==> config.mk <==
export PLATFORM = sky130hd
export DESIGN_NAME = cxu_l2_req_queue_flat
export DESIGN_NICKNAME = d
export VERILOG_FILES = /design/src/rtl/cxu_l2_req_queue_if.sv /design/src/rtl/cxu_l2_req_queue.sv /design/src/flat_wrapper.sv
export SDC_FILE = /design/constraint.sdc
export NUM_CORES = 1
export LEC_CHECK = 0
export ABC_AREA = 1
export CAP_MARGIN = 40
export CORE_UTILIZATION = 51
export CTS_BUF_LIST = sky130_fd_sc_hd__clkbuf_8
export CTS_CLUSTER_SIZE = 12
export DETAILED_ROUTE_END_ITERATION = 16
export PLACE_DENSITY = 0.79
export SYNTH_ARGS = -nofsm -noshare
export SYNTH_HDL_FRONTEND = slang
export SYNTH_SLANG_ARGS = --single-unit
==> constraint.sdc <==
create_clock -name clk -period 8.41 [get_ports clk]
set_clock_uncertainty 0.2 [all_clocks]
set_input_delay 1.682 -clock clk [delete_from_list [all_inputs] [get_ports clk]]
set_output_delay 1.682 -clock clk [all_outputs]
set_load 0.01 [all_outputs]
==> src/rtl/cxu_l2_req_queue_if.sv <==
// Request/response channel pair of the CXU L2 link.
// The master side issues requests and accepts responses; the slave side is the mirror.
interface cxu_l2_req_queue_if #(
    parameter type cfid_t        = logic [9:0],
    parameter int  CXU_N_CXUS    = 2,
    parameter int  CXU_N_STATES  = 1,
    parameter int  CXU_FUNC_ID_W = $bits(cfid_t),
    parameter int  CXU_DATA_W    = 32,
    parameter int  CXU_REQ_ID_W  = 6
);
    localparam int CXU_ID_W   = (CXU_N_CXUS   > 1) ? $clog2(CXU_N_CXUS)   : 1;
    localparam int STATE_ID_W = (CXU_N_STATES > 1) ? $clog2(CXU_N_STATES) : 1;

    logic                     req_valid;
    logic                     req_ready;
    logic [CXU_REQ_ID_W-1:0]  req_id;
    logic [CXU_ID_W-1:0]      req_cxu;
    logic [STATE_ID_W-1:0]    req_state;
    logic [CXU_FUNC_ID_W-1:0] req_func;
    logic [CXU_DATA_W-1:0]    req_data0;
    logic [CXU_DATA_W-1:0]    req_data1;

    logic                     resp_valid;
    logic                     resp_ready;
    logic [2:0]               resp_status;
    logic [CXU_DATA_W-1:0]    resp_data;

    modport master (
        output req_valid, req_id, req_cxu, req_state, req_func, req_data0, req_data1,
        output resp_ready,
        input  req_ready, resp_valid, resp_status, resp_data
    );

    modport slave (
        input  req_valid, req_id, req_cxu, req_state, req_func, req_data0, req_data1,
        input  resp_ready,
        output req_ready, resp_valid, resp_status, resp_data
    );
endinterface

==> src/rtl/cxu_l2_req_queue.sv <==
// CXU L2 request queue: FIFO-buffered request issue with an outstanding-request cap,
// combinational response pass-through and a sticky response-underflow flag.
module cxu_l2_req_queue #(
    parameter type cfid_t        = logic [9:0],
    parameter int  CXU_N_CXUS    = 2,
    parameter int  CXU_N_STATES  = 1,
    parameter int  CXU_FUNC_ID_W = $bits(cfid_t),
    parameter int  CXU_DATA_W    = 32,
    parameter int  CXU_REQ_ID_W  = 6,
    parameter int  DEPTH         = 4,
    parameter int  MAX_OUTST     = 4,
    localparam int OUTST_W       = $clog2(MAX_OUTST + 1)
) (
    input  logic               clk,
    input  logic               rst_n,
    input  logic               clk_en,
    cxu_l2_req_queue_if.slave  up,
    cxu_l2_req_queue_if.master dn,
    output logic [OUTST_W-1:0] outst,
    output logic               err
);
    localparam int CXU_ID_W   = (CXU_N_CXUS   > 1) ? $clog2(CXU_N_CXUS)   : 1;
    localparam int STATE_ID_W = (CXU_N_STATES > 1) ? $clog2(CXU_N_STATES) : 1;
    localparam int AW         = $clog2(DEPTH);
    localparam int PW         = AW + 1;
    localparam logic [OUTST_W-1:0] OUTST_MAX = OUTST_W'(MAX_OUTST);

    typedef struct packed {
        logic [CXU_REQ_ID_W-1:0]  id;
        logic [CXU_ID_W-1:0]      cxu;
        logic [STATE_ID_W-1:0]    state;
        logic [CXU_FUNC_ID_W-1:0] func;
        logic [CXU_DATA_W-1:0]    data0;
        logic [CXU_DATA_W-1:0]    data1;
    } entry_t;

    entry_t        mem [DEPTH];
    entry_t        wr_entry;
    entry_t        head;
    logic [PW-1:0] wr_ptr;
    logic [PW-1:0] rd_ptr;
    logic          empty;
    logic          full;
    logic          cap_ok;
    logic          push;
    logic          pop;
    logic          resp_fire;

    // Extra pointer bit distinguishes full from empty when the index bits match.
    assign empty = (wr_ptr == rd_ptr);
    assign full  = (wr_ptr[AW-1:0] == rd_ptr[AW-1:0]) && (wr_ptr[AW] != rd_ptr[AW]);

    // Ready is deliberately independent of the downstream side: a full FIFO never
    // accepts in the same cycle it pops. rst_n holds it low while reset is asserted.
    assign up.req_ready = rst_n & clk_en & ~full;
    assign push         = up.req_valid & up.req_ready;

    assign dn.resp_ready = up.resp_ready & clk_en;
    assign resp_fire     = dn.resp_valid & dn.resp_ready;

    // A response retiring this cycle frees a slot for an issue in the same cycle.
    assign cap_ok       = (outst < OUTST_MAX) | resp_fire;
    assign dn.req_valid = clk_en & ~empty & cap_ok;
    assign pop          = dn.req_valid & dn.req_ready;

    assign wr_entry = '{id:    up.req_id,
                        cxu:   up.req_cxu,
                        state: up.req_state,
                        func:  up.req_func,
                        data0: up.req_data0,
                        data1: up.req_data1};

    assign head         = mem[rd_ptr[AW-1:0]];
    assign dn.req_id    = head.id;
    assign dn.req_cxu   = head.cxu;
    assign dn.req_state = head.state;
    assign dn.req_func  = head.func;
    assign dn.req_data0 = head.data0;
    assign dn.req_data1 = head.data1;

    assign up.resp_valid  = dn.resp_valid;
    assign up.resp_status = dn.resp_status;
    assign up.resp_data   = dn.resp_data;

    // NOTE: storage has no reset; validity is tracked by the pointers alone, and
    // leaving it out of reset keeps it a plain RAM-style register array.
    always_ff @(posedge clk) begin
        if (push) begin
            mem[wr_ptr[AW-1:0]] <= wr_entry;
        end
    end

    // push, pop and resp_fire all include clk_en, so nothing moves when it is low.
    always_ff @(posedge clk or negedge rst_n) begin
        if (!rst_n) begin
            wr_ptr <= '0;
            rd_ptr <= '0;
            outst  <= '0;
            err    <= 1'b0;
        end else begin
            if (push) begin
                wr_ptr <= wr_ptr + PW'(1);
            end
            if (pop) begin
                rd_ptr <= rd_ptr + PW'(1);
            end
            if (resp_fire && (outst == '0)) begin
                err <= 1'b1;
            end
            if (pop && !resp_fire) begin
                outst <= outst + OUTST_W'(1);
            end else if (!pop && resp_fire && (outst != '0)) begin
                outst <= outst - OUTST_W'(1);
            end
        end
    end
endmodule

==> src/flat_wrapper.sv <==
// flat-port wrapper written by rule: the top's interface ports become plain ports
module cxu_l2_req_queue_flat 
#(
    parameter type cfid_t        = logic [9:0],
    parameter int  CXU_N_CXUS    = 2,
    parameter int  CXU_N_STATES  = 1,
    parameter int  CXU_FUNC_ID_W = $bits(cfid_t),
    parameter int  CXU_DATA_W    = 32,
    parameter int  CXU_REQ_ID_W  = 6,
    parameter int  DEPTH         = 4,
    parameter int  MAX_OUTST     = 4,
    localparam int OUTST_W       = $clog2(MAX_OUTST + 1)
)
  (clk, rst_n, clk_en, outst, err, up_req_valid, up_req_id, up_req_cxu, up_req_state, up_req_func, up_req_data0, up_req_data1, up_resp_ready, up_req_ready, up_resp_valid, up_resp_status, up_resp_data, dn_req_valid, dn_req_id, dn_req_cxu, dn_req_state, dn_req_func, dn_req_data0, dn_req_data1, dn_resp_ready, dn_req_ready, dn_resp_valid, dn_resp_status, dn_resp_data);
  cxu_l2_req_queue_if #(.cfid_t(cfid_t), .CXU_N_CXUS(CXU_N_CXUS), .CXU_N_STATES(CXU_N_STATES), .CXU_FUNC_ID_W(CXU_FUNC_ID_W), .CXU_DATA_W(CXU_DATA_W), .CXU_REQ_ID_W(CXU_REQ_ID_W)) up_i ();
  cxu_l2_req_queue_if #(.cfid_t(cfid_t), .CXU_N_CXUS(CXU_N_CXUS), .CXU_N_STATES(CXU_N_STATES), .CXU_FUNC_ID_W(CXU_FUNC_ID_W), .CXU_DATA_W(CXU_DATA_W), .CXU_REQ_ID_W(CXU_REQ_ID_W)) dn_i ();
  input  logic clk;
  input  logic rst_n;
  input  logic clk_en;
  output logic [OUTST_W-1:0] outst;
  output logic err;
  input wire logic [$bits(up_i.req_valid)-1:0] up_req_valid;
  input wire logic [$bits(up_i.req_id)-1:0] up_req_id;
  input wire logic [$bits(up_i.req_cxu)-1:0] up_req_cxu;
  input wire logic [$bits(up_i.req_state)-1:0] up_req_state;
  input wire logic [$bits(up_i.req_func)-1:0] up_req_func;
  input wire logic [$bits(up_i.req_data0)-1:0] up_req_data0;
  input wire logic [$bits(up_i.req_data1)-1:0] up_req_data1;
  input wire logic [$bits(up_i.resp_ready)-1:0] up_resp_ready;
  output wire logic [$bits(up_i.req_ready)-1:0] up_req_ready;
  output wire logic [$bits(up_i.resp_valid)-1:0] up_resp_valid;
  output wire logic [$bits(up_i.resp_status)-1:0] up_resp_status;
  output wire logic [$bits(up_i.resp_data)-1:0] up_resp_data;
  output wire logic [$bits(dn_i.req_valid)-1:0] dn_req_valid;
  output wire logic [$bits(dn_i.req_id)-1:0] dn_req_id;
  output wire logic [$bits(dn_i.req_cxu)-1:0] dn_req_cxu;
  output wire logic [$bits(dn_i.req_state)-1:0] dn_req_state;
  output wire logic [$bits(dn_i.req_func)-1:0] dn_req_func;
  output wire logic [$bits(dn_i.req_data0)-1:0] dn_req_data0;
  output wire logic [$bits(dn_i.req_data1)-1:0] dn_req_data1;
  output wire logic [$bits(dn_i.resp_ready)-1:0] dn_resp_ready;
  input wire logic [$bits(dn_i.req_ready)-1:0] dn_req_ready;
  input wire logic [$bits(dn_i.resp_valid)-1:0] dn_resp_valid;
  input wire logic [$bits(dn_i.resp_status)-1:0] dn_resp_status;
  input wire logic [$bits(dn_i.resp_data)-1:0] dn_resp_data;
  assign up_i.req_valid = up_req_valid;
  assign up_i.req_id = up_req_id;
  assign up_i.req_cxu = up_req_cxu;
  assign up_i.req_state = up_req_state;
  assign up_i.req_func = up_req_func;
  assign up_i.req_data0 = up_req_data0;
  assign up_i.req_data1 = up_req_data1;
  assign up_i.resp_ready = up_resp_ready;
  assign up_req_ready = up_i.req_ready;
  assign up_resp_valid = up_i.resp_valid;
  assign up_resp_status = up_i.resp_status;
  assign up_resp_data = up_i.resp_data;
  assign dn_req_valid = dn_i.req_valid;
  assign dn_req_id = dn_i.req_id;
  assign dn_req_cxu = dn_i.req_cxu;
  assign dn_req_state = dn_i.req_state;
  assign dn_req_func = dn_i.req_func;
  assign dn_req_data0 = dn_i.req_data0;
  assign dn_req_data1 = dn_i.req_data1;
  assign dn_resp_ready = dn_i.resp_ready;
  assign dn_i.req_ready = dn_req_ready;
  assign dn_i.resp_valid = dn_resp_valid;
  assign dn_i.resp_status = dn_resp_status;
  assign dn_i.resp_data = dn_resp_data;
  cxu_l2_req_queue #(.cfid_t(cfid_t), .CXU_N_CXUS(CXU_N_CXUS), .CXU_N_STATES(CXU_N_STATES), .CXU_FUNC_ID_W(CXU_FUNC_ID_W), .CXU_DATA_W(CXU_DATA_W), .CXU_REQ_ID_W(CXU_REQ_ID_W), .DEPTH(DEPTH), .MAX_OUTST(MAX_OUTST)) u_core (.clk(clk), .rst_n(rst_n), .clk_en(clk_en), .up(up_i), .dn(dn_i), .outst(outst), .err(err));
endmodule
# Word level (Yosys, flattened, before mapping)
# Memories as Yosys holds them, arrays and structs flattened.
# Cells that the tools add are included.
# W data, S select, Z words.
# classes
addsub,4
magnitude_cmp,1
eq_ne,3
bitwise,11
n_reduce_logical,10
n_mux,4
# ops
operator,n
$add A3 B1 Y3 const B,3
$and A1 B1 Y1,8
$mux W3,2
$logic_and A1 B1 Y1,5
$eq A3 B3 Y1,1
$logic_not A3 Y1,1
$lt A3 B3 Y1 const B,1
$reduce_bool A3 Y1,1
$sub A3 B1 Y3 const B,1
$eq A2 B2 Y1,1
$logic_not A1 Y1,2
$mux W1,2
$not A1 Y1,2
$reduce_bool A2 Y1,1
$ne A1 B1 Y1,1
$or A1 B1 Y1,1
# word_totals
out_inout_bits,125
mem_bits_rw,328
in_bits,124
memories,1
regBits,10
# mem_list
memory,depth,word_bits,rd,rd_ports_with_merged_regs,wr,line_no,rtl
u_core.mem,4,82,1,0,1,cxu_l2_req_queue.sv:37,entry_t mem [DEPTH];

# Longest topological paths before layout
# depth
ltp_word,10
mapped_depth,11
mapped_depth_nobuf,10

# Least setup slack after synthesis
# Ideal clock, no wire load.
# synth_timing
path_type,input to register
start,input rst_n
end,memory u_core.mem[0][0] in the netlist's numbering (enable)
n_path_buf,0
setup_slack_ps,2255
stages,6
setup_ps,523
required_time_ps,7687
arrival_ps,5432
path_cell_list,nand2_1 inv_1 o21ai_2 inv_2 nand2_4 nor2_1
# synth_via
elab_chain_cells,5
# synth_rtl
element,line_no,rtl
"start, declared",flat_wrapper.sv:18,input logic rst_n;
$and A1 B1 Y1 (2 in a row),cxu_l2_req_queue.sv:55,assign up.req_ready = rst_n & clk_en & ~full;
net up_req_ready,flat_wrapper.sv:30,output wire logic [$bits(up_i.req_ready)-1:0] up_req_ready;
$and A1 B1 Y1,cxu_l2_req_queue.sv:56,assign push = up.req_valid & up.req_ready;
$mux W1,cxu_l2_req_queue.sv:88,if (push) begin
$mux W1 (implied by the code),cxu_l2_req_queue.sv:89,mem[wr_ptr[AW-1:0]] <= wr_entry;
"end, declared",cxu_l2_req_queue.sv:37,
# The timed path passes the listed nets, and every way through them passes these cells.

# Worst setup path in the final report
# layout_timing
start,register u_core.rd_ptr[0]
end,output dn_req_func[2]
# layout_via
elab_chain_cells,1
# layout_rtl
element,line_no,rtl
"start, declared",cxu_l2_req_queue.sv:41,logic [PW-1:0] rd_ptr;
"start signal, assigned",cxu_l2_req_queue.sv:105,rd_ptr <= rd_ptr + PW'(1);
$mem_v2 Z4 W82,-,
"end, declared",flat_wrapper.sv:38,output wire logic [$bits(dn_i.req_func)-1:0] dn_req_func;
# Every way passes these cells.

==> results.cfg <==
[critical_path]
cpPeakStageDelay_ns = 0.74
required_ns = 6.53
reg2reg_from = u_core.rd_ptr[0]$_DFFE_PN0P_
endpoint_kind = output port
r2r_slack_ns = 4.54
cp_max_fo = 77
path_class = reg2out
path_cells = inv_4 > buf_12 > buf_4 > o21ai_0 > o22ai_1 > clkdlybuf4s50_1
cp-start-kind = flip-flop
cp-startpoint = u_core.rd_ptr[0]$_DFFE_PN0P_
critPathSlowestCell = dfrtp_4
worstReg2RegEnd = u_core.mem[0][37]$_DFFE_PP_
arrival_ns = 3.75
reg2reg_depth = 11

[run]
max_cap_violations = 0

[power]
ir_drop_uv = 200
power_density_mw_per_mm2 = 324
leakage_nw = 5.31
power_mw = 5.14

[drt]
wl_um = 27100
ant_nets = 0
vias = 7855
via_per_inst = 5.45
drc_errors = 0
dr.pass1.iters = 5
drt_iter0_drc = 499
wire_per_inst_um = 18.8

[clock_network]
clk_latency_ns = 0.55
cts_root_buffer = clkbuf_8
post_cts_buffers = 0
cts_tree = yes
cts_made_buffers = 52
ctsResizeCount = 0
clk_pin_slew_ns = 0.06
cts_buffer_depth = 3
h-tree-depth = 2
cts.sinks = 338
cts_hold_buf = 0

[synth]
ys_warn_count = 0
synth_top_family_by_area = compound AO/OA/AOI/OAI gates
synth_cell_types = 26
yosys.area_share.simple_pct = 6.59
synth_xor_area_share_pct = 0.269
synthTopCellsByArea = edfxtp_1, o21ai_0, nor2_1
syn-cell-area_sq_mm = 0.0130
synth_fa_ha_area_share_pct = 0.635
synth_nets = 1041
synth_top_area_cell = edfxtp_1
synth_top_area_share_pct = 75.7
synth_compound_area_share_pct = 10.5
syn_area_per_cell_sq_um = 14.3
seq_area_frac_synth_pct = 77.6
ys_seq_elements = 338
muxShareOfSynthArea_pct = 0
syn_inst = 911

[global_route]
track_usage_pct = 20.6
grt_max_degree = 92
antenna_found_initial = 2
grt-ovfl-total = 0
grt_pass1_wl_um = 41500
grt_pass1_vias = 7885

[placement]
dp_slack_ns = 3.22
dp_cells = 1343
io_buffers = 178
place.gp.congestion = 0.788
place_area_sq_mm = 0.0149
dp_hpwl_um = 15200

[timing]
holdWs_ns = 0.275
setup_viol = 0
tightest_slew_ns = 0.897
finalHoldViolations = 0
min_period_ns = 5.63
worst_slack_ns = 2.78
slew_viol_final = 0
relSlewSlack_pct = 40.2
min_period_over_period_pct = 67.0
rsz0062_at_grt = no
finalSetupTns_ns = 0
fmax_mhz = 178

[floorplanning]
die_w_um = 162
initial_core_util_pct = 51.8
io_pins = 249
die_h_um = 162
placementRows = 58
core_sq_mm = 0.0251
dieArea_sq_mm = 0.0262

[min_path]
worstHoldPathType = reg2reg
min_from = u_core.err$_DFFE_PN0P_
hold-path-endpoint = u_core.err$_DFFE_PN0P_
worstHoldPathCells = 1

[final_layout]
area_growth_pct = 21.9
final_area_sq_mm = 0.0159
final_nets = 1197
fillers = 1852
final_layout_size_suffix_gt1_share_pct = 9.29
multi_input_area_sq_mm = 0.00236
final_common_cell = edfxtp_1
final_cell_count_no_fill = 1440
layout_common_cells = edfxtp_1, clkdlybuf4s50_1, nor2_1
seq_area_sq_mm = 0.0101
final_util_pct = 63.2

[outcome]
status = finished clean
routing by layer:
| metal | track usage (%) | part of all wire, % |
|---|---|---|
| met5 | 0 | 0.048 |
| met4 | 10.3 | 4.3 |
| met3 | 5.11 | 7.7 |
| met2 | 35.5 | 49 |
| met1 | 24.1 | 39 |
final cells by class:
type	count	share of cell area, %
Clock buffer	54	4.69
Multi-Input combinational cell	466	14.9
Sequential cell	338	63.7
Tap cell	330	2.60
Clock inverter	42	1.59
Inverter	17	0.418
Timing Repair Buffer	192	12.1
Antenna cell	1	0.0158
power by group:
group          switching [mW]  internal (mW)
clock                   0.591          0.688
combinational           0.985          0.810
sequential             0.0933           1.97
total                    1.67           3.47
cells by family (layout without fill, tap and decap cells):
family | count (synthesis) | in the layout
DFF | 338 | 338
AOI/OAI and AO/OA | 251 | 251
and+or+nand+nor | 205 | 205
buffers and inverters | 107 | 305
adders and majority gates | 6 | 6
xor gates and xnor gates | 4 | 4
other | 0 | 1
state kept, by name, summed over array words and instances (netlist names):
signal / cells
u_core.rd_ptr: 3
u_core.outst: 3
u_core.mem: 328
u_core.err: 1
u_core.wr_ptr: 3
how the worst max path moves through the flow:
stage          slack, ns                          to  depth (start not counted)
2_1_floorplan       2.25  u_core.mem[0][0]$_DFFE_PP_                          6
3_3_place_gp        3.20                up_req_ready                          6
3_5_place_dp        3.22                up_req_ready                          6
4_1_cts             2.74              dn_req_func[0]                          6
5_1_grt             2.52              dn_req_func[2]                          6
6_report            2.78              dn_req_func[2]                          6
cell usage after synthesis:
cell type and n:
edfxtp_1 328, nor2_1 170, o21ai_0 164, o22ai_1 82
buf_4 37, clkbuf_1 34, nand2_1 19, buf_2 18
inv_1 14, dfrtp_1 10, nand2_2 6, ha_1 5
xor2_1 4, inv_2 3, nand3_1 3, a21oi_1 2
nand2_4 2, nand3_4 2, a31o_2 1, buf_6 1
fa_1 1, nand4_4 1, nor2_4 1, nor3_1 1
o21ai_1 1, o21ai_2 1
critical path, delay by kind of cell (launching register included):
| kind | cells | cell delay (ns) |
|---|---|---|
| compound gates | 2 | 0.34 |
| buf+inv | 4 | 1.99 |
| flops | 1 | 0.74 |
(Power assumes the default switching activity.)
==> RTL change, RTL diff (same flow settings) <==
`DEPTH` is set to 4 in 2 places; all go to 2.
--- a/src/rtl/cxu_l2_req_queue.sv
+++ b/src/rtl/cxu_l2_req_queue.sv
@@ -8,5 +8,5 @@
     parameter int  CXU_DATA_W    = 32,
     parameter int  CXU_REQ_ID_W  = 6,
-    parameter int  DEPTH         = 4,
+    parameter int  DEPTH         = 2,
     parameter int  MAX_OUTST     = 4,
     localparam int OUTST_W       = $clog2(MAX_OUTST + 1)
--- a/src/flat_wrapper.sv
+++ b/src/flat_wrapper.sv
@@ -8,5 +8,5 @@
     parameter int  CXU_DATA_W    = 32,
     parameter int  CXU_REQ_ID_W  = 6,
-    parameter int  DEPTH         = 4,
+    parameter int  DEPTH         = 2,
     parameter int  MAX_OUTST     = 4,
     localparam int OUTST_W       = $clog2(MAX_OUTST + 1)
Function: changed (a bounded check fails within 4 cycles, from zero or initial values and one cycle with rst_n low).
==> RTL change against the unedited design <==
- power decreased by 50%
- final area decreased by 44%
- critical path type is now input port to primary output
- highest routed layer is now met4
- sequential share of layout area decreased by 6.1 points
- area after synthesis decreased by 48%
- sequential cell count decreased by 166
- cell count decreased by 40%
- wire length decreased by 48%
- worst setup slack improved by 490 ps
==> RTL change: results <==
global_routing:
  grtUsageMet2_pct: 35.8
  grt_pass1_vias: 4095
  globalRouteMet1Util_pct: 23.6
  grt_use_met3_pct: 7.78
power_and_ir_drop:
  switchingPower_uw: 838
  p_comb_uw: 991
  pwr-share-clk_pct: 20.7
  switching_share_pct: 32.4
  irDropWorstVdd_mv: 0.166
  p_leak_uw: 0.00343
synth:
  synth-edff-count: 164
  synthArstFlopShare_pct: 4.65
  synth_xor_xnor_area_share_pct: 0.758
  synth_fp_nets: 647
  synth.avg_cell_area_um2: 13.0
  synth.area.top_cells: "edfxtp_1, nand2_1, buf_4, dfrtp_1, nand2_4"
  netlist_top_cells_count: "nand2_1, edfxtp_1, buf_4"
  synth_fa_ha_area_share_pct: 0.296
final_layout:
  clkCellAreaFrac_pct: 4.13
  multi_input_area_share_pct: 14.3
  signal_buffers: 185
  nets: 797
  n_antenna_cell: 0
  multi_input_gates: 286
  num-nonclk-inverters: 10
  buffer_area_share_pct: 21.2
  drive_gt1_share_pct: 8.47
  fillers: 860
  seq_share_pct: 57.6
drt:
  drt-met1-wl_um: 5160
  vias_per_cell: 4.82
  post_drt_wl_per_cell_um: 16.3
  dr.max_layer_used: "met4"
  dr_wl_met2_um: 7250
  wl_um: 14000
placed_design:
  placed_area_mm2: 0.00853
  dp_slack_ps: 3220
  place_inst: 825
  post-dp-hpwl_um: 9550
sta:
  max_slew_margin_pct: 49.2
critical_path:
  crit_end: "up_req_ready"
  r2r_slack_ps: 5330
  slowest_delay_ps: 710
  worst_path_max_delay_cell: "clkdlybuf4s50_1"
  arrival_ps: 3260
  crit_fanout: 9
run_status:
  status: "finished, final reports clean"
cts:
  clockBufferDepth: 2
  clkTransAtPathRegs_ps: 80
-- RTL change: cell types whose count changed after synthesis, sizes merged, moves of 7 or more --
cell | before | now
nand2 | 27 | 266
inv | 17 | 10
o21ai | 166 | 0
nor2 | 171 | 4
clkbuf | 34 | 5
o22ai | 82 | 0
edfxtp | 328 | 164
buf | 56 | 49
-- RTL change: worst reg2reg max path, cell delays in order (launching register included) --
cell and delay, ps:
dfrtp_2 410, inv_2 540, buf_4 580, nand2_2 150, nand2_4 110, nand3_2 70
nand3_2 140, nor2_4 40, buf_4 250, buf_16 250
-- RTL change: worst min path at each step --
stage / startpoint / end / slack [ps] / cells after the start
after CTS: u_core.err / u_core.err / 280 / 1
after global routing: u_core.err / u_core.err / 300 / 1
after global placement: u_core.err / u_core.err / 260 / 1
after floorplan: u_core.rd_ptr[1] / u_core.rd_ptr[1] / 300 / 1
after detailed placement: u_core.err / u_core.err / 270 / 1
final: u_core.err / u_core.err / 280 / 1
